**src/rtl/gray_updown_counter_pkg.sv**
```systemverilog
// Shared Gray-code helpers and mode constants for the Gray up/down counter family.
// The helpers work on 16-bit values; narrower counts are zero-extended, which leaves both codes unchanged.
package gray_pkg;

    localparam int GRAY_MAX_WIDTH = 16;
    localparam int GRAY_WRAP      = 0;
    localparam int GRAY_SAT       = 1;

    function automatic logic [GRAY_MAX_WIDTH-1:0] bin2gray(input logic [GRAY_MAX_WIDTH-1:0] bin);
        return bin ^ (bin >> 1);
    endfunction

    function automatic logic [GRAY_MAX_WIDTH-1:0] gray2bin(input logic [GRAY_MAX_WIDTH-1:0] gray);
        logic [GRAY_MAX_WIDTH-1:0] bin;
        bin[GRAY_MAX_WIDTH-1] = gray[GRAY_MAX_WIDTH-1];
        for (int i = GRAY_MAX_WIDTH - 2; i >= 0; i--) begin
            bin[i] = bin[i+1] ^ gray[i];
        end
        return bin;
    endfunction

endpackage

```
**src/rtl/gray_updown_counter_if.sv**
```systemverilog
// Control and count bus of the Gray up/down counter.
// The master drives the controls; the counter (slave) returns the count views and carry.
interface gray_updown_counter_if #(
    parameter int WIDTH = 4
);
    logic             CLR;
    logic             LOAD;
    logic [WIDTH-1:0] LOAD_BIN;
    logic             EN;
    logic             UP;
    logic [WIDTH-1:0] Q;
    logic [WIDTH-1:0] QBIN;
    logic             CO;

    modport master (
        output CLR, LOAD, LOAD_BIN, EN, UP,
        input  Q, QBIN, CO
    );

    modport slave (
        input  CLR, LOAD, LOAD_BIN, EN, UP,
        output Q, QBIN, CO
    );

endinterface

```
**src/rtl/gray_updown_counter_gray2bin.sv**
```systemverilog
// Purely combinational Gray-to-binary converter.
// Each binary bit is the XOR of all Gray bits at and above its position.
module gray2bin_conv #(
    parameter int WIDTH = 4
) (
    input  logic [WIDTH-1:0] gray_i,
    output logic [WIDTH-1:0] bin_o
);

    logic [WIDTH-1:0] binAcc;

    always_comb begin
        binAcc            = '0;
        binAcc[WIDTH-1]   = gray_i[WIDTH-1];
        for (int i = WIDTH - 2; i >= 0; i--) begin
            binAcc[i] = binAcc[i+1] ^ gray_i[i];
        end
        bin_o = binAcc;
    end

endmodule

```
**src/rtl/gray_updown_counter.sv**
```systemverilog
// Gray-code up/down counter with clear, binary load, enable and optional saturation.
// Only the Gray code is stored; the binary view is decoded from it, so Q stays one-bit-per-step safe.
module gray_updown_counter
    import gray_pkg::*;
#(
    parameter int WIDTH    = 4,
    parameter int SATURATE = GRAY_WRAP
) (
    input  logic                  CLK,
    input  logic                  RESETL,
    gray_updown_counter_if.slave  bus
);

    if (WIDTH < 2 || WIDTH > GRAY_MAX_WIDTH) begin : gWidthCheck
        $error("gray_updown_counter: WIDTH must be within 2..16");
    end
    if (SATURATE != GRAY_WRAP && SATURATE != GRAY_SAT) begin : gModeCheck
        $error("gray_updown_counter: SATURATE must be 0 or 1");
    end

    logic [WIDTH-1:0] count_q;
    logic [WIDTH-1:0] count_d;
    logic [WIDTH-1:0] binCount;
    logic [WIDTH-1:0] binNext;
    logic             atTerminal;
    logic             holdAtEnd;

    gray2bin_conv #(
        .WIDTH (WIDTH)
    ) u_conv (
        .gray_i (count_q),
        .bin_o  (binCount)
    );

    always_comb begin
        atTerminal = bus.UP ? (binCount == {WIDTH{1'b1}}) : (binCount == '0);
        holdAtEnd  = (SATURATE == GRAY_SAT) && atTerminal;
        binNext    = bus.UP ? (binCount + WIDTH'(1)) : (binCount - WIDTH'(1));
    end

    // Priority: clear, then load, then an enabled step (suppressed at the end value when saturating).
    always_comb begin
        count_d = count_q;
        if (bus.CLR) begin
            count_d = '0;
        end else if (bus.LOAD) begin
            count_d = WIDTH'(bin2gray(GRAY_MAX_WIDTH'(bus.LOAD_BIN)));
        end else if (bus.EN && !holdAtEnd) begin
            count_d = WIDTH'(bin2gray(GRAY_MAX_WIDTH'(binNext)));
        end
    end

    always_ff @(posedge CLK or negedge RESETL) begin
        if (!RESETL) begin
            count_q <= '0;
        end else begin
            count_q <= count_d;
        end
    end

    assign bus.Q    = count_q;
    assign bus.QBIN = binCount;
    assign bus.CO   = bus.EN & ~bus.CLR & ~bus.LOAD & atTerminal;

endmodule
```
**src/flat_wrapper.sv**
```systemverilog
// flat-port wrapper written by rule: the top's interface ports become plain ports
module gray_updown_counter_flat import gray_pkg::*;
#(
    parameter int WIDTH    = 4,
    parameter int SATURATE = GRAY_WRAP
)
  (CLK, RESETL, bus_CLR, bus_LOAD, bus_LOAD_BIN, bus_EN, bus_UP, bus_Q, bus_QBIN, bus_CO);
  gray_updown_counter_if #(.WIDTH(WIDTH)) bus_i ();
  input  logic CLK;
  input  logic RESETL;
  input wire logic [$bits(bus_i.CLR)-1:0] bus_CLR;
  input wire logic [$bits(bus_i.LOAD)-1:0] bus_LOAD;
  input wire logic [$bits(bus_i.LOAD_BIN)-1:0] bus_LOAD_BIN;
  input wire logic [$bits(bus_i.EN)-1:0] bus_EN;
  input wire logic [$bits(bus_i.UP)-1:0] bus_UP;
  output wire logic [$bits(bus_i.Q)-1:0] bus_Q;
  output wire logic [$bits(bus_i.QBIN)-1:0] bus_QBIN;
  output wire logic [$bits(bus_i.CO)-1:0] bus_CO;
  assign bus_i.CLR = bus_CLR;
  assign bus_i.LOAD = bus_LOAD;
  assign bus_i.LOAD_BIN = bus_LOAD_BIN;
  assign bus_i.EN = bus_EN;
  assign bus_i.UP = bus_UP;
  assign bus_Q = bus_i.Q;
  assign bus_QBIN = bus_i.QBIN;
  assign bus_CO = bus_i.CO;
  gray_updown_counter #(.WIDTH(WIDTH), .SATURATE(SATURATE)) u_core (.CLK(CLK), .RESETL(RESETL), .bus(bus_i));
endmodule
```
**config.mk**
```make
export PLATFORM = sky130hd
export DESIGN_NAME = gray_updown_counter_flat
export DESIGN_NICKNAME = d
export VERILOG_FILES = /design/src/rtl/gray_updown_counter_pkg.sv /design/src/rtl/gray_updown_counter_if.sv /design/src/rtl/gray_updown_counter_gray2bin.sv /design/src/rtl/gray_updown_counter.sv /design/src/flat_wrapper.sv
export SDC_FILE = /design/constraint.sdc
export NUM_CORES = 1
export LEC_CHECK = 0
export ABC_AREA = 1
export BUFFER_PORTS_ARGS = -buffer_cell sky130_fd_sc_hd__buf_4
export CORE_AREA = 2 2 39 41
export DETAILED_ROUTE_END_ITERATION = 6
export DIE_AREA = 0 0 41 43
export PLACE_DENSITY = 0.67
export SLEW_MARGIN = 0
export SYNTH_ARGS = -nofsm -noshare
export SYNTH_HDL_FRONTEND = slang
export SYNTH_SLANG_ARGS = --single-unit
```
**constraint.sdc**
```tcl
create_clock -name CLK -period 3.52 [get_ports CLK]
set_input_delay 0.352 -clock CLK [delete_from_list [all_inputs] [get_ports CLK]]
set_output_delay 0.352 -clock CLK [all_outputs]
set_load 0.05 [all_outputs]
```
==> results of run 1 <==
## timing repair
item,CTS,global route
endpoints found under the setup margin,0,0
hold buffers,1,0
hold endpoints to repair,4,0
## path summary, 6_finish.rpt
| kind | startpoint | end | slack [ns] | cells past startpoint |
|---|---|---|---|---|
| worst max-delay path | u_core.bus.Q[3] | bus_QBIN[0] | 1.15 | 9 |
| worst min-delay path | bus_EN | u_core.bus.Q[2] | 0.40 | 4 |
| worst max register to register | u_core.bus.Q[3] | u_core.bus.Q[3] | 1.29 | 15 |
| worst min register to register | u_core.bus.Q[2] | u_core.bus.Q[2] | 0.52 | 2 |
| max in group asynchronous | RESETL | u_core.bus.Q[3] | 2.97 | 2 |
| min in group asynchronous | RESETL | u_core.bus.Q[0] | 0.45 | 2 |
## stage by stage
| stage | setup WS (ns) | util, % |
|---|---|---|
| after floorplan | 0.0879 | - |
| after global placement | 1.33 | 50.0 |
| after global routing | 1.00 | 52.4 |
| after CTS | 1.14 | 52.4 |
| after detailed placement | 1.29 | 50.0 |
| final | 1.15 | 52.4 |
## synth_stat cells
| master | count | area, um^2 |
|---|---|---|
| dfrtp_1 | 4 | 100 |
| nand2_2 | 6 | 37.5 |
| nand3_1 | 9 | 45.0 |
| o22ai_1 | 1 | 6.26 |
| nand2_1 | 24 | 90.1 |
| clkinv_1 | 1 | 3.75 |
| a21oi_1 | 5 | 25.0 |
| o21ai_1 | 3 | 15.0 |
| buf_4 | 1 | 7.51 |
| nor3_1 | 1 | 5.00 |
| a21oi_2 | 1 | 8.76 |
| inv_2 | 3 | 11.3 |
| nor2_1 | 2 | 7.51 |
| inv_1 | 14 | 52.6 |
| nand3_2 | 1 | 10.0 |
| xor2_1 | 1 | 8.76 |
| o21ai_0 | 2 | 10.0 |
| nor2_2 | 2 | 12.5 |
| ha_1 | 6 | 75.1 |
| o211ai_1 | 1 | 7.51 |
## kinds of logic (layout without fill, tap and decap cells)
family          count (synthesis)  after routing
flops                           4              4
compound gates                 13             13
simple gates                   45             45
fa+ha+maj                       6              6
xor+xnor                        1              1
buf+inv                        19             40
## routing by layer
layer | global-route usage (%) | share of wire [%] | up-vias
li1 | - | - | 323
met5 | 0 | 0 | -
met1 | 18.0 | 45 | 261
met2 | 27.2 | 51 | 13
met4 | 8.00 | 0 | 0
met3 | 4.71 | 4.0 | 0
## report_power, final
group / internal, mW / switching [mW] / leakage, nW
clock: 0.0380 / 0.0165 / 0.0138
sequential: 0.0556 / 0.0117 / 0.0514
combinational: 0.123 / 0.263 / 0.350
## area by class of cell
cell class	instances	area, um^2
Clock buffer	3	22.5
Timing Repair Buffer	19	145
Sequential cell	4	100
Multi-Input combinational cell	65	369
Fill cell	147	659
Tap cell	16	20.0
Inverter	18	67.6
## worst max-delay path, cell delays in order, from the launching register on
cell and delay, ns:
dfrtp_1 0.40, inv_1 0.10, ha_1 0.35, inv_1 0.09
nand2_1 0.07, nand2_1 0.08, inv_1 0.07, ha_1 0.33
inv_1 0.09, buf_4 0.20
==> metrics.md, run 1 <==
| Metric | Value |
|---|---|
| Status | `finished clean` |
| Power Total | `just over 500 uW` |
| Iteration-0 DRC Markers | `12` |
| Global Route Usage Sum | `about 16%` |
| Sink Count | `4` |
| Mux share of post-synthesis cell area | `0%` |
| Total wire length | `1210 um` |
| Final instance area | `around 720 um^2` |
| Synth Net Count | `~100` |
| Clock Latency Late Sink | `~0.23 ns` |
| Post-synth cell types | `20` |
| Final setup TNS | `0 ns` |
| Largest family of logic cells by synthesized area | `simple AND/OR/NAND/NOR gates` |
| Worst setup EP type | `output pin` |
| Final Hold Viols | `0` |
| Ant diodes | `0` |
| Commonest non-fill, non-tap cells in the layout | `24 x nand2_1, 18 x buf_4, 14 x inv_1` |
| Avg WL per Cell | `around 9.7 um` |
| Worst Path Arrival | `between 2 and 2.5 ns` |
| Maximum VDD drop | `approximately 0.23 mV` |
| First-pass GRT wire length | `1950 um` |
| Vias | `approximately 600` |
| Achievable Freq | `~420 MHz` |
| HP Class | `input port to flop` |
| Post-synthesis cell area | `approximately 540 um^2` |
| Complex-gate fraction of the synthesized area | `13.5%` |
| Mapped Avg Cell Area | `about 6 um^2` |
| Startpoint Class | `flop` |
| Core Footprint | `between 0.001 and 0.0015 mm^2` |
| CP required | `around 3.2 ns` |
| Non-filler cells in the finished layout | `between 100 and 150` |
| Hold slack final | `roughly 0.4 ns` |
| Xor/xnor cell area share of the yosys netlist | `between 1.5 and 2%` |
| Cts bufs inserted | `3` |
| Largest net degree at the start of global routing | `7` |
| Gpl congestion | `roughly 0.7` |
| DIE AREA | `about 0.0018 mm^2` |
| Relative slew slack | `between 80 and 90%` |
| Commonest non-fill, non-tap cell in the layout | `nand2_1` |
| Final #Nets | `127` |
| Post-CTS resize count | `0` |
| Post-DP HPWL | `roughly 1100 um` |
| Max Buffers Root-to-Sink | `2` |
| Static leakage | `between 0.4 and 0.5 nW` |
| CTS tree | `yes` |
| Crit path time final | `around 2.4 ns` |
| Final ANT Viol Nets | `0` |
| Starting density of the core | `a little under 40%` |
| Max FFs per register | `4` |
| Synth Instances | `88` |
| Die Y-Extent | `about 43 um` |
| Share of cells above drive strength 1 | `approximately 32%` |
| Cell Rows | `14` |
| RSZ-0062 raised after global routing | `no` |
| Synth Area in Simple Gates | `38.5%` |
| Post-DP Area | `approximately 690 um^2` |
| Register area share after synthesis | `18.6%` |
| Crit path kind | `flop to output pin` |
| IO Port Bufs | `18` |
| Overflow after GRT | `0` |
| Max-cap violations | `0` |
| TritonRoute pass-1 iters | `4` |
| Pwr dens | `between 700 and 800 mW/mm^2` |
| Final setup vio count | `0` |
| Clock Pin Slew Worst Setup and Hold Paths | `0.04 ns` |
| Area Growth Syn to Fin | `34.3%` |
| Slew Viols, Final | `0` |
| Seq cells post-synth | `4` |
| Worst Skew | `around 0.0033 ns` |
| Adder-cell share of the synthesized area | `between 10% and 20%` |
| Root buffer cell | `clkbuf_4` |
| # DRC | `0` |
| Crit Path Max Fanout | `5` |
| Number of I/O pins | `19` |
| Worst Tran Pin Value | `about 0.19 ns` |
| Via/cell ratio | `4.78` |
| Final period utilization | `67.2%` |
| Initial antenna violation count | `0` |
| Post-CTS Setup Inserts | `0` |
| CTS H-tree lvls | `1` |
| Syn. warnings | `0` |
| Placed insts | `roughly 120` |
| Vias in the first global route | `between 500 and 600` |
| Chip Width | `41 um` |
(Power assumes the default switching activity.)
==> run 2: changes to the inputs <==
--- a/config.mk
+++ b/config.mk
@@ -5,7 +5,7 @@
 export SDC_FILE = /design/constraint.sdc
 export NUM_CORES = 1
 export LEC_CHECK = 0
-export ABC_AREA = 1
+export ABC_AREA = 0
 export BUFFER_PORTS_ARGS = -buffer_cell sky130_fd_sc_hd__buf_4
 export CORE_AREA = 2 2 39 41
 export DETAILED_ROUTE_END_ITERATION = 6
==> constraint.sdc (replaced) <==
create_clock -name CLK -period 2.29 [get_ports CLK]
set_input_delay 0.229 -clock CLK [delete_from_list [all_inputs] [get_ports CLK]]
set_output_delay 0.229 -clock CLK [all_outputs]
set_load 0.05 [all_outputs]
==> metrics.md, run 2 <==
| Metric | Value |
|---|---|
| Fin util | `62.7%` |
| Non-filler cells in the finished layout | `between 100 and 150` |
| Post-DP HPWL | `~1100 um` |
| Vias in the first global route | `532` |
| Top post-synthesis cells by area | `dfrtp_1 19%, ha_1 14%, xor2_1 8.2%` |
| Placed insts | `approximately 100` |
| Cell Rows | `14` |
| Net Sw Frac | `48.7%` |
| Relative slew slack | `73.9%` |
| Vias | `566` |
| Max-cap violations | `0` |
| Internal power | `403 uW` |
| Crit path time final | `2.33 ns` |
| Max Buffers Root-to-Sink | `2` |
| CTS H-tree lvls | `1` |
| Post-synth top cells | `8 x inv_1, 6 x ha_1, 5 x xor2_1` |
| Cts bufs inserted | `3` |
| Initial antenna violation count | `0` |
| Worst setup EP type | `flop` |
| Register area share after synthesis | `a little under a fifth` |
| Starting density of the core | `between 30% and 40%` |
| Overflow after GRT | `0` |
| IO Port Bufs | `18` |
| Worst Skew | `0.00560 ns` |
| RSZ-0062 raised after global routing | `yes` |
| Final setup vio count | `1` |
| Root buffer cell | `clkbuf_4` |
| Number of I/O pins | `19` |
| Commonest non-fill, non-tap cells in the layout | `27 x buf_4, 6 x inv_1` |
| Area Growth Syn to Fin | `62.9%` |
| Hold slack final | `0.178 ns` |
| Max FFs per register | `4` |
| Synth top area share | `18.8%` |
| Final instance area | `between 800 and 900 um^2` |
| Clock Power Share | `between 10% and 20%` |
| Pwr dens | `around 900 mW/mm^2` |
| Avg WL per Cell | `about 12 um` |
| Sink Count | `4` |
| Clock Latency Late Sink | `~0.24 ns` |
| CTS tree | `yes` |
| Iteration-0 DRC Markers | `2` |
| # DRC | `0` |
| HP Class | `input port to flop` |
| Top FF cell, synth | `dfrtp_1` |
| TritonRoute pass-1 iters | `2` |
| Crit Path Max Fanout | `4` |
| Seq cells post-synth | `4` |
| Syn. warnings | `0` |
| Post-Place Setup Slack | `-0.00710 ns` |
| Final ANT Viol Nets | `0` |
| Final setup TNS | `-0.0430 ns` |
| Post-synth cell types | `27` |
| Asr flop ratio synth | `100%` |
| Crit path kind | `flop to flop` |
| CP required | `about 2.4 ns` |
| Ant diodes | `0` |
| Leading area contributor after synthesis | `dfrtp_1` |
| Combinational Power Share | `about 76%` |
| Post-synth EDFFs | `0` |
| Gpl congestion | `approximately 0.75` |
| Final Hold Viols | `0` |
| Mapped Avg Cell Area | `8.08 um^2` |
| Filler cells | `120` |
| Worst Path Arrival | `around 2.5 ns` |
| Commonest non-fill, non-tap cell in the layout | `buf_4` |
| Largest net degree at the start of global routing | `9` |
| Total wire length | `1350 um` |
| Failing checks | `setup timing` |
| Synth Instances | `66` |
| Static leakage | `just over 0.4 nW` |
| Most frequent cell after synthesis | `inv_1` |
| Via/cell ratio | `between 5 and 6` |
| Clock Pin Slew Worst Setup and Hold Paths | `~0.040 ns` |
| DIE AREA | `~0.0018 mm^2` |
| Post-synthesis cell area | `~530 um^2` |
| Share of cells above drive strength 1 | `around 46%` |
| Final period utilization | `102%` |
| Worst Tran Pin Value | `approximately 0.4 ns` |
| First-pass GRT wire length | `between 2000 and 2500 um` |
| Power Total | `785 uW` |
| Startpoint Class | `flop` |
| Final #Nets | `between 100 and 150` |
| Slew Viols, Final | `0` |
| Sequential power share | `11.9%` |
| Sw power | `roughly 380 uW` |
| Setup ws final | `-0.0430 ns` |
| Synth Net Count | `a little over 80` |
| Maximum VDD drop | `a little over 0.5 mV` |
| Status | `finished with violations` |
| Die Y-Extent | `43 um` |
| Global Route Usage Sum | `18.1%` |
| Achievable Freq | `429 MHz` |
| Post-DP Area | `roughly 780 um^2` |
| Core Footprint | `approximately 0.0014 mm^2` |
| Chip Width | `approximately 41 um` |
==> run 2: cell count changes in the layout (fill, tap and decap cells not counted), moves of 3 or more <==
cell / previous run / this run
o21ai_1: 3 / 0
nand3_1: 9 / 4
nand2_1: 24 / 2
inv_1: 14 / 6
nand2_2: 6 / 0
buf_4: 18 / 27
a211oi_1: 0 / 3
xor2_1: 1 / 4
xnor2_1: 0 / 3
==> run 2: area by class of cell <==
type | count | area (um^2) | area share (%)
timing repair buffer | 28 | 213 | 24.5
inverter | 8 | 30.0 | 3.46
sequential | 4 | 103 | 11.8
tap | 16 | 20.0 | 2.31
clock buffer | 4 | 26.3 | 3.03
multi-input combinational | 50 | 477 | 54.9
==> run 2: power groups by stage <==
stage / combinational, mW / clock, mW / sequential [mW]
floorplan: 0.356 / 0 / 0.132
global placement: 0.537 / 0 / 0.0939
detailed placement: 0.540 / 0 / 0.0943
CTS: 0.563 / 0.102 / 0.0935
global route: 0.642 / 0.106 / 0.0947
finish: 0.595 / 0.0974 / 0.0931
==> run 2: cell families after synthesis <==
logic type      synth area share, %
compound gates                 25.8
simple gates                   17.6
buf+inv                        10.6
xor+xnor                       13.1
fa+ha+maj                      14.1
flops                          18.8
==> run 2: worst paths after layout <==
check | start | endpoint | slack, ns | cells past startpoint
min | bus_CLR | u_core.bus.Q[3] | 0.18 | 2
max reg2reg | u_core.bus.Q[2] | u_core.bus.Q[3] | -0.04 | 8
min reg2reg | u_core.bus.Q[0] | u_core.bus.Q[0] | 0.73 | 3
max in group asynchronous | RESETL | u_core.bus.Q[2] | 1.85 | 2
min in group asynchronous | RESETL | u_core.bus.Q[3] | 0.32 | 2
max | u_core.bus.Q[2] | u_core.bus.Q[3] | -0.04 | 8
==> run 2: what timing repair did <==
action                                  CTS  global route
endpoints found under the hold margin     4             0
buffers inserted                          1             1
hold buffers                              1             0
endpoints found under the setup margin    1             2
pin swaps                                 0             1
gates resized for setup                   1             3
==> run 2: layer usage <==
| layer | routed length (um) | up-vias | global-route usage, % |
|---|---|---|---|
| met3 | 64 | 2 | 4.71 |
| met5 | 0 | - | 0 |
| met1 | 578 | 258 | 20.3 |
| met4 | 11 | 0 | 6.00 |
| met2 | 691 | 16 | 30.9 |
| li1 | - | 290 | - |
==> run 2: critical path, cell delays in order, from the launching register on <==
cell and delay [ns]:
dfrtp_2 0.35, inv_2 0.05, ha_4 0.30, xor2_4 0.21
ha_1 0.26, and3b_1 0.19, or3_4 0.37, a21o_1 0.20
a2111oi_4 0.28
==> run 3: changes to the inputs <==
--- a/config.mk
+++ b/config.mk
@@ -5,12 +5,11 @@
 export SDC_FILE = /design/constraint.sdc
 export NUM_CORES = 1
 export LEC_CHECK = 0
-export ABC_AREA = 0
+export ABC_AREA = 1
 export BUFFER_PORTS_ARGS = -buffer_cell sky130_fd_sc_hd__buf_4
-export CORE_AREA = 2 2 39 41
+export CORE_MARGIN = 1.5
+export CORE_UTILIZATION = 29
 export DETAILED_ROUTE_END_ITERATION = 6
-export DIE_AREA = 0 0 41 43
-export PLACE_DENSITY = 0.67
 export SLEW_MARGIN = 0
 export SYNTH_ARGS = -nofsm -noshare
 export SYNTH_HDL_FRONTEND = slang
==> metrics.md, run 3 (synthesis gave the netlist of run 1 again) <==
| Metric | Value |
|---|---|
| Final #Nets | `129` |
| Multi-input gate area | `404 um^2` |
| Final setup TNS | `0 ns` |
| Pwr dens | `1100 mW/mm^2` |
| Root buffer cell | `clkbuf_4` |
| Crit path time final | `2.13 ns` |
| Gpl congestion | `approximately 0.76` |
| TritonRoute pass-1 iters | `4` |
| Die Y-Extent | `about 46 um` |
| Hold Path Depth | `4` |
| Non-filler cells in the finished layout | `around 140` |
| Clock Pin Slew Worst Setup and Hold Paths | `roughly 0.040 ns` |
| Final period utilization | `roughly 93%` |
| Total wire length | `about 1300 um` |
| Core Footprint | `about 0.0017 mm^2` |
| Worst Path Arrival | `around 1.9 ns` |
| IO Port Bufs | `18` |
| CTS H-tree lvls | `1` |
| Avg WL per Cell | `about 9.7 um` |
| Post-DP Area | `between 700 and 800 um^2` |
| Ant diodes | `0` |
| Startpoint Class | `flop` |
| Initial antenna violation count | `0` |
| Post-DP HPWL | `around 1100 um` |
| Worst Tran Pin Value | `approximately 0.18 ns` |
| Starting density of the core | `about 31%` |
| Slew Viols, Final | `0` |
| Crit path kind | `flop to output pin` |
| Static leakage | `~0.42 nW` |
| Overflow after GRT | `0` |
| Max FFs per register | `4` |
| Final Hold Viols | `0` |
| Post-Place Setup Slack | `roughly 0.14 ns` |
| Commonest non-fill, non-tap cell in the layout | `nand2_1` |
| Relative slew slack | `87.7%` |
| Storage cell area | `103 um^2` |
| Reg2reg setup slack | `0.19 ns` |
| R2R depth | `16` |
| Worst Skew | `around 0.0051 ns` |
| Max Buffers Root-to-Sink | `2` |
| RSZ-0062 raised after global routing | `no` |
| Vias | `640` |
| Setup ws final | `~0.16 ns` |
| Largest net degree at the start of global routing | `7` |
| Net Sw Frac | `between 50% and 60%` |
| Via/cell ratio | `about 4.7` |
| Max-cap violations | `0` |
| Power Total | `886 uW` |
| CP required | `2.06 ns` |
| Area Growth Syn to Fin | `48.7%` |
| Sequential power share | `a little under an eighth` |
| Clock Power Share | `10.8%` |
| RR Endpoint | `u_core.bus.Q[2]` |
| HP Class | `input port to flop` |
| DIE AREA | `about 0.0021 mm^2` |
| CTS tree | `yes` |
| Cell Rows | `15` |
| Crit Path Max Fanout | `5` |
| Chip Width | `between 40 and 50 um` |
| Maximum VDD drop | `0.435 mV` |
| Sw power | `about 490 uW` |
| Final instance area | `802 um^2` |
| Final ANT Viol Nets | `0` |
| Achievable Freq | `between 400 and 500 MHz` |
| # DRC | `0` |
| Worst setup EP type | `output pin` |
| Number of I/O pins | `19` |
| Hold Path Origin | `bus_EN` |
| Commonest non-fill, non-tap cells in the layout | `22 x nand2_1, 20 x buf_4, 9 x inv_1` |
| Placed insts | `between 100 and 150` |
| Internal power | `between 300 and 400 uW` |
| Vias in the first global route | `around 570` |
| Clock Latency Late Sink | `~0.23 ns` |
| Final setup vio count | `0` |
| First-pass GRT wire length | `2280 um` |
| Iteration-0 DRC Markers | `9` |
| Status | `finished clean` |
| Reg-to-reg startpoint | `u_core.bus.Q[3]` |
| Combinational Power Share | `roughly 77%` |
| Hold path endpoint | `u_core.bus.Q[2]` |
| Global Route Usage Sum | `15.3%` |
| Cts bufs inserted | `3` |
| Filler cells | `between 150 and 200` |
| Sink Count | `4` |
| Share of cells above drive strength 1 | `a little over two fifths` |
run 3: cell count changes in the layout (fill, tap and decap cells not counted), sizes merged, moves of 2 or more:
cell / change
buf: -7
clkinvlp: +2
a21oi: +2
xor2: -4
a2111oi: -2
o211a: -2
nand3: +6
nand2: +28
xnor2: -3
o21ai: +3
a211oi: -4
a21o: -2
or3: -3
inv: +7
run 3: power by group through the flow:
| stage | sequential, mW | clock [mW] | combinational [mW] |
|---|---|---|---|
| 2_1_floorplan | 0.155 | 0 | 0.476 |
| 3_3_place_gp | 0.108 | 0 | 0.663 |
| 3_5_place_dp | 0.108 | 0 | 0.672 |
| 4_1_cts | 0.108 | 0.0990 | 0.676 |
| 5_1_grt | 0.109 | 0.109 | 0.749 |
| 6_report | 0.106 | 0.0961 | 0.683 |
run 3: worst max path at each step:
stage / startpoint / endpoint / slack [ns] / cells after the start
global route: u_core.bus.Q[3] / u_core.bus.Q[2] / 0.002 / 16
CTS: u_core.bus.Q[3] / bus_QBIN[0] / 0.11 / 9
detailed placement: u_core.bus.Q[3] / u_core.bus.Q[2] / 0.14 / 16
global placement: u_core.bus.Q[3] / u_core.bus.Q[2] / 0.18 / 16
finish: u_core.bus.Q[3] / bus_QBIN[0] / 0.16 / 9
floorplan: u_core.bus.Q[3] / u_core.bus.Q[2] / -0.51 / 15
run 3: per-stage QoR:
| step | utilization, % | hold slack, ns |
|---|---|---|
| 6_report | 45.9 | 0.266 |
| 5_1_grt | 45.9 | 0.282 |
| 4_1_cts | 44.9 | 0.268 |
| 3_5_place_dp | 42.9 | 0.0266 |
| 3_3_place_gp | 42.9 | 0.0254 |
| 2_1_floorplan | - | -0.0666 |
run 3: cell type report:
class	count	area share [%]
clock buffers	4	3.28
inverters	18	9.67
multi-input cells	65	50.4
flip-flops and latches	4	12.8
well taps	25	3.90
repair buffers	21	20.0
run 3: repair_timing:
action	in CTS	in global routing
endpoints found under the setup margin	0	4
hold buffers	1	0
setup buffers	0	2
resized for setup	0	1
hold endpoints to repair	4	0
run 3: layer usage:
layer | GRT usage, % | part of all wire, % | wire length (um)
met5 | 0 | 0 | 0
met4 | 3.43 | 0 | 0
met1 | 19.4 | 45 | 606
met3 | 3.53 | 4.4 | 59
met2 | 26.1 | 50 | 666
run 3: critical path, stage by stage, from the launching register on:
cell and delay [ns]:
dfrtp_2 0.42, inv_4 0.08, ha_4 0.22, inv_2 0.06, nand2_1 0.07, nand2_2 0.11
clkinvlp_4 0.12, ha_4 0.31, clkinvlp_4 0.09, buf_4 0.19
